===== src/rtl/button_debouncer.sv =====
// Debounces a raw asynchronous pushbutton into a clean level via a synchroniser and a
// counter-qualified 4-state FSM. Optional rejected-glitch counter: DEBOUNCE_GLITCH_CNT_EN.
module button_debouncer #(
   parameter int unsigned SYNC_STAGES   = 2,
   parameter int unsigned STABLE_CYCLES = 50000,
   parameter int unsigned CNT_W         = 16
) (
   input  logic       clk,
   input  logic       rst,
   input  logic       btn_raw,
   output logic       btn_level,
   output logic       busy
`ifdef DEBOUNCE_GLITCH_CNT_EN
   ,
   output logic [7:0] glitch_cnt
`endif
);

   localparam logic [1:0] StIdleLo = 2'd0;
   localparam logic [1:0] StQualHi = 2'd1;
   localparam logic [1:0] StIdleHi = 2'd2;
   localparam logic [1:0] StQualLo = 2'd3;

   localparam logic [CNT_W-1:0] CntLast = CNT_W'(STABLE_CYCLES - 1);

   logic [SYNC_STAGES-1:0] sync_q;
   logic                   s;
   logic [1:0]             state_q, state_d;
   logic [CNT_W-1:0]       cnt_q, cnt_d;
   logic                   abort;

   assign s = sync_q[SYNC_STAGES-1];

   always_ff @(posedge clk or posedge rst) begin
      if (rst) begin
         sync_q <= '0;
      end else begin
         sync_q <= {sync_q[SYNC_STAGES-2:0], btn_raw};
      end
   end

   always_comb begin
      state_d = state_q;
      cnt_d   = cnt_q;
      abort   = 1'b0;
      case (state_q)
         StIdleLo: begin
            if (s) begin
               state_d = StQualHi;
               cnt_d   = '0;
            end
         end
         StQualHi: begin
            if (!s) begin
               state_d = StIdleLo;
               abort   = 1'b1;
            end else if (cnt_q == CntLast) begin
               state_d = StIdleHi;
            end else begin
               cnt_d = cnt_q + CNT_W'(1);
            end
         end
         StIdleHi: begin
            if (!s) begin
               state_d = StQualLo;
               cnt_d   = '0;
            end
         end
         default: begin
            if (s) begin
               state_d = StIdleHi;
               abort   = 1'b1;
            end else if (cnt_q == CntLast) begin
               state_d = StIdleLo;
            end else begin
               cnt_d = cnt_q + CNT_W'(1);
            end
         end
      endcase
   end

   always_ff @(posedge clk or posedge rst) begin
      if (rst) begin
         state_q <= StIdleLo;
         cnt_q   <= '0;
      end else begin
         state_q <= state_d;
         cnt_q   <= cnt_d;
      end
   end

   // Moore decode from the state register only; nothing combinational from btn_raw.
   assign btn_level = (state_q == StIdleHi) || (state_q == StQualLo);
   assign busy      = (state_q == StQualHi) || (state_q == StQualLo);

`ifdef DEBOUNCE_GLITCH_CNT_EN
   logic [7:0] glitch_q;

   always_ff @(posedge clk or posedge rst) begin
      if (rst) begin
         glitch_q <= '0;
      end else if (abort && (glitch_q != 8'hff)) begin
         glitch_q <= glitch_q + 8'd1;
      end
   end

   assign glitch_cnt = glitch_q;
`else
   logic unused_abort;
   assign unused_abort = abort;
`endif

endmodule


===== config.mk =====
export PLATFORM = sky130hd
export DESIGN_NAME = button_debouncer
export DESIGN_NICKNAME = d
export VERILOG_FILES = /design/src/rtl/button_debouncer.sv
export SDC_FILE = /design/constraint.sdc
export NUM_CORES = 1
export LEC_CHECK = 0
export CAP_MARGIN = 20
export CORE_MARGIN = 1.5
export CORE_UTILIZATION = 63
export DETAILED_ROUTE_END_ITERATION = 6
export GPL_TIMING_DRIVEN = 0
export PLACE_DENSITY = 0.82
export REMOVE_ABC_BUFFERS = 1
export SYNTH_ARGS = -nofsm -noshare
export SYNTH_HDL_FRONTEND = slang
export SYNTH_SLANG_ARGS = --single-unit
export TNS_END_PERCENT = 50

===== constraint.sdc =====
create_clock -name clk -period 4.74 [get_ports clk]
set_input_delay 1.422 -clock clk [delete_from_list [all_inputs] [get_ports clk]]
set_output_delay 1.422 -clock clk [all_outputs]
set_load 0.005 [all_outputs]

==> summary.md <==
| Metric | Value |
|---|---|
| Status | complete, no violations |
| Post-synth EDFFs | 0 |
| Clock sinks | 20 |
| DR pass1 iterations | 4 |
| Final period util | 0.702 |
| Root Driver | clkbuf_4 |
| RSZ-0062 raised after global routing | no |
| Ys async rst share | 1.00 |
| Final Hold Viols | 0 |
| CP max FO | 6 |
| Critical path's largest stage delay | 0.45 ns |
| Clock slew at reported path FFs | between 0.1 and 0.15 ns |
| Dominant synthesized flop cell | dfrtp_1 |
| Pin count of the biggest net entering global routing | 23 |
| Register area share after synthesis | 0.405 |
| Crit path arrival time | ~1.9 ns |
| Critical path class | flop to output port |
| Area grow syn2layout | 4.96% |
| Row Count | 15 |
| Syn avg cell area | roughly 9.4 sq um |
| Die span in y | approximately 47 um |
| CTS buffer count | 3 |
| DRC Markers | 0 |
| CP Launch Type | flop |
| Clock latency on the worst-skew pair | about 0.29 ns |
| Critical path's top delay family | buffers and inverters |
| Maximum VDD drop | roughly 0.31 mV |
| Mapped cell area | between 1000 and 1500 sq um |
| Unique cell type count in the Yosys netlist | 36 |
| Die width | between 40 and 50 um |
| Fin area | between 1000 and 1500 sq um |
| Htree depth | 1 |
| Critical-path top delay cell | clkdlybuf4s50_1 |
| Vias in the first global route | 958 |
| Worst Hold Class | flop to flop |
| Cells along the critical path | inv_1, ha_1, or2_2, clkdlybuf4s50_1 |
| Clock buffer depth | 2 |
| Detailed placement HPWL | 1730 um |
| Measured slew at the worst slew-check pin | about 0.76 ns |
| Pre-CTS setup slack | approximately 1.8 ns |
| Port buffer count | 4 |
| Most common cell after layout, fill and taps aside | dfrtp_1 |
| Detail Route Antenna Nets | 0 |
| Most frequent cells in the layout | 20 x dfrtp_1, 15 x nand2_1, 9 x a21oi_1 |
| DR vias/cell | approximately 6.5 |
| Setup bufs post-CTS | 0 |
| Layout cells sized above 1 | 0.0821 |
| Synth area leaders | dfrtp_1 41%, ha_1 5.1%, or4_1 4.9% |
| Total number of vias | around 1000 |
| Total Wirelength | between 2000 and 2500 um |
| Antenna diodes | 0 |
| PwrDens | between 400 and 500 nW/um^2 |
| Number of synthesized register bits | 20 |
| Final setup margin | 1.41 ns |
| R2R Setup Slk | 2.40 ns |
| Pins Over Slew Limit | 0 |
| Synth warnings | 0 |
| Critical Path RT | approximately 3.3 ns |
| Mapped Cells | ~130 |
| Avg WL per Cell | roughly 15 um |
| Fmax | approximately 300 MHz |
| Skew final | 0.00237 ns |
| Total negative slack | 0 ns |
| Post-Layout Cell Count | between 150 and 200 |
| # setup viols final | 0 |
| Total Die Area | between 2000 and 2500 sq um |
| CTS-repair resized insts | 0 |
| GRT Overall Usage | 0.263 |
| Minimum clock period | roughly 3.3 ns |
| Post-CTS Hold Fix Bufs | 0 |
| Nets | ~140 |
| Cell taking the most area after synthesis | dfrtp_1 |
| Initial Utilization | 0.693 |
| Top cell type's share of synthesized area | 0.405 |
| Antenna violations before repair | 0 |
| First-pass GRT wire length | about 4100 um |
| CTS tree | done |
| Max-cap violations | 0 |
| Grt ovf | 0 |
| RePlAce Congestion | a little over 0.8 |
| IO Pins | 5 |
| Placed cell area | between 1000 and 1500 sq um |
| Rel. slew slack | 0.490 |
| DRT iter0 DRCs | 33 |
| Setup crit end kind | output port |
| Inst Count DP | about 160 |
| Core area | 1780 sq um |
| CP bufs+invs | 2 |
| Leakage | ~0.56 nW |
-- cells by family (layout without fill, tap and decap cells) --
family                     count (synthesis)  in the layout  share of synthesized area
muxes                                      6              6                     0.0537
buffers and inverters                     10             13                     0.0446
and+or+nand+nor                           63             63                      0.301
adders and majority gates                  5              5                     0.0507
AOI/OAI and AO/OA                         27             27                      0.145
DFF                                       20             20                      0.405
-- where the power goes --
| part | leakage [nW] | internal (mW) | switching [mW] |
|---|---|---|---|
| clock | 0.0138 | 0.0295 | 0.0497 |
| sequential | 0.267 | 0.189 | 0.0200 |
| combinational | 0.280 | 0.115 | 0.144 |
| total | 0.561 | 0.333 | 0.214 |
-- metrics by stage --
step                power, mW  hold slack (ns)  utilization
global placement        0.454            0.345        0.714
floorplan               0.390            0.331            -
global route            0.583            0.383        0.727
CTS                     0.548            0.380        0.727
detailed placement      0.469            0.355        0.714
finish                  0.547            0.375        0.727
-- cell type report --
type	instances	area, sq um
multi-input cells	101	679
inverters	6	22.5
fillers	133	487
repair buffers	4	40.0
flip-flops and latches	20	500
well taps	25	31.3
clock buffers	3	22.5
-- cells in the mapped netlist (4+ instances only) --
| cell type | number |
|---|---|
| nand3_1 | 6 |
| a21oi_1 | 9 |
| inv_1 | 6 |
| dfrtp_1 | 20 |
| nor2_1 | 4 |
| nand2_1 | 15 |
| or2_2 | 5 |
| mux2i_1 | 4 |
| nor4b_1 | 5 |
| o31ai_1 | 7 |
| or4_1 | 8 |
| ha_1 | 5 |
| nand4_1 | 4 |
-- sequential cells by signal (all words and copies together) (netlist names), named ones only --
| register | count |
|---|---|
| state_q | 1 |
| sync_q | 2 |
| cnt_q | 16 |
-- worst reg2reg max path, delay by kind of cell (launching register included) --
kind	cells	cell delay (ns)
AO/OA/AOI/OAI	1	0.07
adder cells (fa/ha/maj)	1	0.30
buffers and inverters	1	0.13
flip-flops	1	0.43
multiplexers	1	0.29
AND/OR/NAND/NOR	2	1.03
-- final timing paths --
| check | start | endpoint | depth (start not counted) |
|---|---|---|---|
| max | state_q[0] | btn_level | 4 |
| min | sync_q[0] | sync_q[1] | 0 |
| max reg2reg | state_q[0] | cnt_q[0] | 6 |
| min reg2reg | sync_q[0] | sync_q[1] | 0 |
| max in group asynchronous | rst | state_q[0] | 2 |
| min in group asynchronous | rst | sync_q[1] | 2 |
-- layer usage --
metal,track usage,part of all wire,up-vias,wire length [um]
met5,0,0,-,0
met4,0.0833,0.011,0,27
met3,0.0346,0.038,4,93
met2,0.468,0.50,18,1220
met1,0.325,0.45,507,1100
li1,-,-,503,-
Power figures use the tool's default switching activity.
